[config.mk]
export PLATFORM = sky130hd
export DESIGN_NAME = systolic_array_ctrl
export DESIGN_NICKNAME = d
export VERILOG_FILES = /design/src/rtl/systolic_array_ctrl.sv
export SDC_FILE = /design/constraint.sdc
export NUM_CORES = 1
export LEC_CHECK = 0
export BUFFER_PORTS_ARGS = -buffer_cell sky130_fd_sc_hd__buf_2
export CAP_MARGIN = 10
export CORE_UTILIZATION = 35
export CTS_CLUSTER_SIZE = 28
export DETAILED_ROUTE_END_ITERATION = 16
export PLACE_DENSITY_LB_ADDON = 0.2
export SLEW_MARGIN = 40
export SYNTH_ARGS = -nofsm -noshare
export SYNTH_HDL_FRONTEND = slang
export SYNTH_SLANG_ARGS = --single-unit
[constraint.sdc]
create_clock -name clk -period 1.89 [get_ports clk]
set_clock_uncertainty 0.1 [all_clocks]
set_input_delay 0.378 -clock clk [delete_from_list [all_inputs] [get_ports clk]]
set_output_delay 0.378 -clock clk [all_outputs]
set_load 0.1 [all_outputs]
[src/rtl/systolic_array_ctrl.sv]
// Controller for a 3-slice weight-stationary systolic dot-product array.
// Optional result counter port is enabled with SYSTOLIC_CTRL_COUNT_EN.
module systolic_array_ctrl #(
  parameter int WIDTH = 8
) (
  input  logic                      clk,
  input  logic                      rst,
  input  logic                      cfg_valid,
  output logic                      cfg_ready,
  input  logic signed [WIDTH-1:0]   cfg_w1,
  input  logic signed [WIDTH-1:0]   cfg_w2,
  input  logic signed [WIDTH-1:0]   cfg_w3,
  input  logic                      in_valid,
  output logic                      in_ready,
  input  logic signed [WIDTH-1:0]   in_x1,
  input  logic signed [WIDTH-1:0]   in_x2,
  input  logic signed [WIDTH-1:0]   in_x3,
  output logic signed [WIDTH-1:0]   w1,
  output logic signed [WIDTH-1:0]   w2,
  output logic signed [WIDTH-1:0]   w3,
  output logic signed [WIDTH-1:0]   x1,
  output logic signed [WIDTH-1:0]   x2,
  output logic signed [WIDTH-1:0]   x3,
  output logic                      en1,
  output logic                      en2,
  output logic                      en3,
  output logic signed [2*WIDTH-1:0] yin,
  input  logic signed [2*WIDTH-1:0] arr_y,
  output logic signed [2*WIDTH-1:0] out_y,
  output logic                      out_valid,
  input  logic                      out_ready
`ifdef SYSTOLIC_CTRL_COUNT_EN
  ,
  output logic [15:0]               result_count
`endif
);

  typedef enum logic [1:0] {IDLE, LOAD, RUN, DRAIN} state_t;

  state_t                  state;
  logic                    run;
  logic signed [WIDTH-1:0] pend_w1, pend_w2, pend_w3;
  logic signed [WIDTH-1:0] x3_p0;
  logic                    vld_p0, vld_p1, vld_p2;
  logic                    stall, accept, empty;

  assign stall     = vld_p2 & ~out_ready;
  assign in_ready  = run & ~stall;
  assign accept    = in_valid & in_ready;
  assign empty     = ~(vld_p0 | vld_p1 | vld_p2);
  assign out_valid = vld_p2;
  assign yin       = '0;

  // Slice 1 sees the accepted element in the acceptance cycle itself.
  assign x1  = accept ? in_x1 : '0;
  assign en1 = accept;
  assign en2 = vld_p0 & ~stall;
  assign en3 = vld_p1 & ~stall;

  // The array is frozen while stalled, so arr_y holds the pending result.
  assign out_y = vld_p2 ? arr_y : '0;

  always_ff @(posedge clk) begin
    if (rst) begin
      state     <= IDLE;
      cfg_ready <= 1'b1;
      run       <= 1'b0;
      w1        <= '0;
      w2        <= '0;
      w3        <= '0;
      pend_w1   <= '0;
      pend_w2   <= '0;
      pend_w3   <= '0;
    end else begin
      case (state)
        IDLE: begin
          if (cfg_valid && cfg_ready) begin
            w1        <= cfg_w1;
            w2        <= cfg_w2;
            w3        <= cfg_w3;
            state     <= LOAD;
            cfg_ready <= 1'b0;
            run       <= 1'b0;
          end
        end
        LOAD: begin
          state     <= RUN;
          cfg_ready <= 1'b1;
          run       <= 1'b1;
        end
        RUN: begin
          // New weights wait until every in-flight vector has left the array.
          if (cfg_valid && cfg_ready) begin
            pend_w1   <= cfg_w1;
            pend_w2   <= cfg_w2;
            pend_w3   <= cfg_w3;
            state     <= DRAIN;
            cfg_ready <= 1'b0;
            run       <= 1'b0;
          end
        end
        DRAIN: begin
          if (empty) begin
            w1    <= pend_w1;
            w2    <= pend_w2;
            w3    <= pend_w3;
            state <= LOAD;
          end
        end
        default: begin
          state     <= IDLE;
          cfg_ready <= 1'b1;
          run       <= 1'b0;
        end
      endcase
    end
  end

  // Stage boundaries: p0 -> slice 2 operand, p1 -> slice 3 operand, p2 -> output.
  always_ff @(posedge clk) begin
    if (rst) begin
      vld_p0 <= 1'b0;
      vld_p1 <= 1'b0;
      vld_p2 <= 1'b0;
      x2     <= '0;
      x3_p0  <= '0;
      x3     <= '0;
    end else if (!stall) begin
      vld_p0 <= accept;
      vld_p1 <= vld_p0;
      vld_p2 <= vld_p1;
      x2     <= accept ? in_x2 : '0;
      x3_p0  <= accept ? in_x3 : '0;
      x3     <= x3_p0;
    end
  end

`ifdef SYSTOLIC_CTRL_COUNT_EN
  always_ff @(posedge clk) begin
    if (rst) begin
      result_count <= '0;
    end else if (out_valid && out_ready) begin
      result_count <= result_count + 16'd1;
    end
  end
`endif

endmodule
==> flow_metrics.tcl, run 1 <==
set metrics [dict create \
    rows 36 \
    crit_arrival_ps 1570 \
    slew_headroom_pct 65.7 \
    routed_via_density 4.89 \
    grt_pass1_wl_mm 16.1 \
    avgRoutedWirePerCell_um 14.2 \
    worst_ep_required_time_ps 1410 \
    max_freq_ghz 0.489 \
    clk_latency_ps 340 \
    initial_core_util_pct 36.8 \
    status "finished with violations" \
    grt.busiest_layer "met2" \
    dieWidth_um 104 \
    setup_slack_ps -155 \
    ir_drop_uv 1260 \
    drive_gt1_share_pct 41.8 \
    vias 3513 \
    cts_sinks 79 \
    async_flop_share_pct 0 \
    synth_edf_count 0 \
    synth_cell_types 28 \
    placed_area_um2 4770 \
    synth_area_leader_cell "dfxtp_1" \
    htree_num_levels 3 \
    io_buffers 138 \
    numCtsBuffers 9 \
    synth_seq_cells 79 \
    drtAntennaViolNets 0 \
    holdWs_ps 168 \
    met3_usage_pct 3.82 \
    finalMaxSlewViolations 0 \
    p_per_area_nw_per_um2 1420 \
    crit_fanout 5 \
    drv_cap 0 \
    syn2layout_area_growth_pct 39.5 \
    finalCritPeriodShare_pct 108 \
    drc 0 \
    rsz0062_at_grt "yes" \
    io_pins 155 \
    yosys.cell_count.top_type "nand2_1" \
    yosys.area.top_type_share_pct 43.1 \
    synth_area_leaders "dfxtp_1, a211oi_1, nand2_1" \
    clk_path_buf_depth 2 \
    tightestPinTransition_ps 517 \
    seq_area_frac_synth_pct 43.1 \
    syn_area_per_cell_um2 8.33 \
    synthTopCellsByCount "nand2_1, dfxtp_1, a21oi_1, a211oi_1, inv_1" \
    critPathCaptureType "output pin" \
    dp_cells 695 \
    grt_use_met1_pct 22.8 \
    violations "negative setup slack" \
    min_period_ps 2040 \
    dieArea_um2 10900 \
    drtIter0Drc 121 \
    dp_hpwl_mm 7.09 \
    ys_warn_count 0 \
    track_usage_pct 18.3 \
    die_h_um 104 \
    nets 654 \
    post-place-ws_ps -19.3 \
    antenna_found_initial 0 \
    finalWirelength_mm 10.2 \
    grtUsageMet2_pct 30.7 \
    startpoint_type "register" \
    fin_cells 719 \
    place.gp.congestion 0.746 \
    dr.pass1.iters 4 \
    syn-cell-area_um2 3670 \
    fin_area_um2 5110 \
    hp-class "primary input to register" \
    critical_path_class "register to output pin" \
    clk_pin_slew_ps 90 \
    power_leakage_nw 2.14 \
    core_um2 9950 \
    reg2reg_slack_ps 100 \
    cts_tree "yes" \
    antenna_cells 0 \
    cts_hold_buf 0 \
    grt_max_degree 33 \
    root_buffer "clkbuf_8" \
    final.setup.tns_ps -1740 \
    finalHoldViolations 0 \
    ys.flop_type "dfxtp_1" \
    grt_overflow_total 0 \
    grt_pass1_vias 3213 \
    synthCells 440 \
    setup_violations 12 \
]
## final timing paths
| kind | start | endpoint | cells after the start |
|---|---|---|---|
| setup / recovery | out_valid$_SDFFE_PP0N_ | en2 | 6 |
| hold reg to reg | x3[0]$_SDFFE_PP0N_ | x3[0]$_SDFFE_PP0N_ | 2 |
| setup reg to reg | state[0]$_SDFFE_PP0P_ | state[0]$_SDFFE_PP0P_ | 5 |
| hold / removal | cfg_w1[1] | pend_w1[1]$_SDFFE_PP0P_ | 3 |
## cell type report
type                       instances  area [µm²]
inverter                          28         113
tap                              133         166
multi-input combinational        295        1830
fill                             944        4840
timing repair inverter             1        7.51
clock buffer                       9         124
clock inverter                     7        53.8
sequential                        79        1590
timing repair buffer             167        1220
## layer usage
metal  up-vias  routed length, µm
met5         -                  0
met4         0                 94
met3         7                609
met2       130               4970
met1      1636               4500
li1       1740                  -
## cells by family (layout without fill, tap and decap cells)
logic type,count (synthesis),in the layout,synth area share [%]
AND/OR/NAND/NOR,143,143,18.3
AO/OA/AOI/OAI,105,106,18.2
buffers and inverters,82,212,10.9
flip-flops,79,79,43.1
multiplexers,26,26,7.95
adder cells (fa/ha/maj),4,4,1.37
other,1,16,0.102
## where the power goes
group,internal [mW],switching [mW]
sequential,1.98,0.195
combinational,0.984,2.91
clock,0.497,0.672
## through the flow
stage / utilization (%) / power (mW)
after floorplan: - / 5.26
after global placement: 47.9 / 5.97
after detailed placement: 47.9 / 6.01
after CTS: 50.5 / 7.22
after global routing: 51.4 / 7.60
final: 51.4 / 7.24
## critical path: stages (launching register included)
cell        delay (ps)
dfxtp_4            340
or2b_4             280
buf_4              150
buf_12             120
nand2_4             70
clkinvlp_4          90
buf_12             170
## layout by cell type, fill, tap and decap left out, types with 2 or more instances in the layout
master | Yosys | layout
conb_1 | 1 | 16
ha_1 | 4 | 3
dfxtp_2 | 0 | 3
dfxtp_1 | 79 | 75
inv_6 | 0 | 3
buf_4 | 16 | 37
buf_2 | 8 | 110
nand4_1 | 16 | 16
clkinvlp_4 | 0 | 3
a21oi_1 | 53 | 52
nand2_1 | 84 | 83
and2_4 | 0 | 10
and2_2 | 0 | 10
nor2_1 | 4 | 4
and2_1 | 26 | 6
inv_1 | 28 | 26
a211oi_1 | 48 | 48
clkbuf_8 | 0 | 9
nand3_1 | 4 | 2
buf_12 | 0 | 18
mux2_2 | 25 | 25
nand2b_1 | 4 | 3
clkinv_2 | 0 | 2
## state kept, by name (all words and copies together) (netlist names)
register / cells
x2: 8
pend_w1: 8
w3: 8
w1: 8
state: 2
vld_p1: 1
pend_w3: 8
w2: 8
run: 1
cfg_ready: 1
x3_p0: 8
pend_w2: 8
vld_p0: 1
out_valid: 1
x3: 8
## repair_timing
action	in CTS	in global routing
gates resized for setup	20	8
setup endpoints to repair	41	37
pin swaps	1	1
setup buffers	2	3
gates cloned	1	2
No activity file was read; power rests on OpenSTA's default activity.
==> run 2, diff against run 1 <==
==> constraint.sdc (replaced) <==
create_clock -name clk -period 2.3 [get_ports clk]
set_clock_uncertainty 0.1 [all_clocks]
set_input_delay 0.46 -clock clk [delete_from_list [all_inputs] [get_ports clk]]
set_output_delay 0.46 -clock clk [all_outputs]
set_load 0.1 [all_outputs]
==> flow_metrics.tcl, run 2 (same netlist as run 1, synthesis figures left out) <==
set metrics [dict create \
    min_period_ps 2210 \
    tightestPinTransition_ps 623 \
    ir_drop_uv 780 \
    io_pins 155 \
    rsz0062_at_grt "no" \
    rows 36 \
    htree_num_levels 3 \
    drtIter0Drc 120 \
    net-switching-power_mw 3.01 \
    drv_cap 0 \
    critical_path.max_stage_delay_ps 390 \
    final_common_cell "buf_2" \
    setup_violations 0 \
    antenna_found_initial 0 \
    multi_input_area_um2 1780 \
    dr.pass1.iters 6 \
    crit_arrival_ps 1650 \
    nets 640 \
    seq_power_share_pct 29.0 \
    p_int_mw 3.06 \
    clk_latency_ps 360 \
    power_leakage_nw 2.07 \
    p_clk_share_pct 20.3 \
    grt_pass1_vias 3167 \
    seq_area_um2 1590 \
    dieWidth_um 104 \
    cts_hold_buf 0 \
    drive_gt1_share_pct 37.1 \
    drc 0 \
    root_buffer "clkbuf_8" \
    fin_area_um2 4900 \
    p_per_area_nw_per_um2 1240 \
    clk_pin_slew_ps 80 \
    syn2layout_area_growth_pct 33.5 \
    finalHoldViolations 0 \
    layout_common_cells "buf_2, nand2_1, dfxtp_1" \
    finalCritPeriodShare_pct 96.0 \
    holdWs_ps 243 \
    antenna_cells 0 \
    hp-class "primary input to register" \
    critical_path_class "register to output pin" \
    crit_chain "or2b_4, nand3_4, clkinvlp_4, and2_4, buf_12" \
    fillers 959 \
    core_um2 9950 \
    max_freq_ghz 0.453 \
    dieArea_um2 10900 \
    worst_ep_required_time_ps 1740 \
    status "completed" \
    startpoint_type "register" \
    track_usage_pct 18.5 \
    io_buffers 138 \
    dp_hpwl_mm 7.06 \
    placed_area_um2 4630 \
    initial_core_util_pct 36.8 \
    drtAntennaViolNets 0 \
    routed_via_density 4.91 \
    numCtsBuffers 9 \
    finalWirelength_mm 10.1 \
    die_h_um 104 \
    comb_power_share_pct 50.7 \
    finalMaxSlewViolations 0 \
    grt_overflow_total 0 \
    cp_slowest_cell "dfxtp_4" \
    grt_max_degree 32 \
    crit_family "simple AND/OR/NAND/NOR gates" \
    swShare_pct 49.5 \
    crit_buf_inv 2 \
    grt_pass1_wl_mm 16.0 \
    slew_headroom_pct 58.5 \
    crit_fanout 11 \
    vias 3463 \
    place.gp.congestion 0.787 \
    avgRoutedWirePerCell_um 14.3 \
    cts_sinks 79 \
    clk_path_buf_depth 2 \
    critPathCaptureType "output pin" \
    cts_tree "yes" \
]
run 2: cell count changes in the layout (fill, tap and decap cells not counted), sizes merged:
cell	delta
a21o	-1
buf	-11
bufinv	+2
clkbuf	+4
clkinv	-2
clkinvlp	-2
inv	-4
run 2: repair_timing:
action,in CTS,in global routing
endpoints found under the setup margin,10,3
gates resized for setup,0,2
pin swaps,0,0
buffers inserted,2,0
run 2: worst paths after layout:
| path | start | endpoint | slack (ps) | depth (start not counted) |
|---|---|---|---|---|
| max | out_valid$_SDFFE_PP0N_ | x1[3] | 90 | 5 |
| min | cfg_w3[5] | pend_w3[5]$_SDFFE_PP0P_ | 240 | 3 |
| max reg2reg | state[0]$_SDFFE_PP0P_ | w3[4]$_SDFFE_PP0P_ | 360 | 5 |
| min reg2reg | w2[4]$_SDFFE_PP0P_ | w2[4]$_SDFFE_PP0P_ | 350 | 2 |
run 2: area by class of cell:
type	instances	area share [%]
tap	133	3.40
clock inverter	2	1.23
sequential	79	32.4
timing repair buffer	155	20.7
multi-input combinational	294	36.4
inverter	28	2.22
clock buffer	14	3.73
run 2: through the flow:
| stage | instances | worst slack, ps | utilization, % | setup TNS (ps) | power (mW) |
|---|---|---|---|---|---|
| floorplan | 455 | -205 | - | -1640 | 4.31 |
| CTS | 705 | 30.0 | 49.1 | 0 | 6.11 |
| global placement | 687 | 263 | 46.5 | 0 | 4.83 |
| global route | 705 | 10.1 | 49.2 | 0 | 6.32 |
| detailed placement | 687 | 243 | 46.5 | 0 | 4.86 |
| finish | 705 | 91.9 | 49.2 | 0 | 6.07 |
run 2: worst register-to-register path, cell delays in order, from the launching register on:
cell and delay [ps]:
dfxtp_1 400, ha_1 270, buf_4 310, mux2_2 380
a211oi_1 260, a211oi_1 90
run 2: per-layer routing:
layer  GRT usage [%]  routed length [µm]
met1            24.2                4760
met2            29.3                4580
met3            3.88                 592
met4            7.96                 163
met5               0                   0
run 2: power groups by stage:
stage	sequential, mW	combinational, mW	clock (mW)
after floorplan	3.06	1.25	0
final	1.76	3.08	1.23
after global routing	1.79	3.22	1.31
after detailed placement	1.79	3.08	0
after global placement	1.78	3.05	0
after CTS	1.76	3.09	1.26
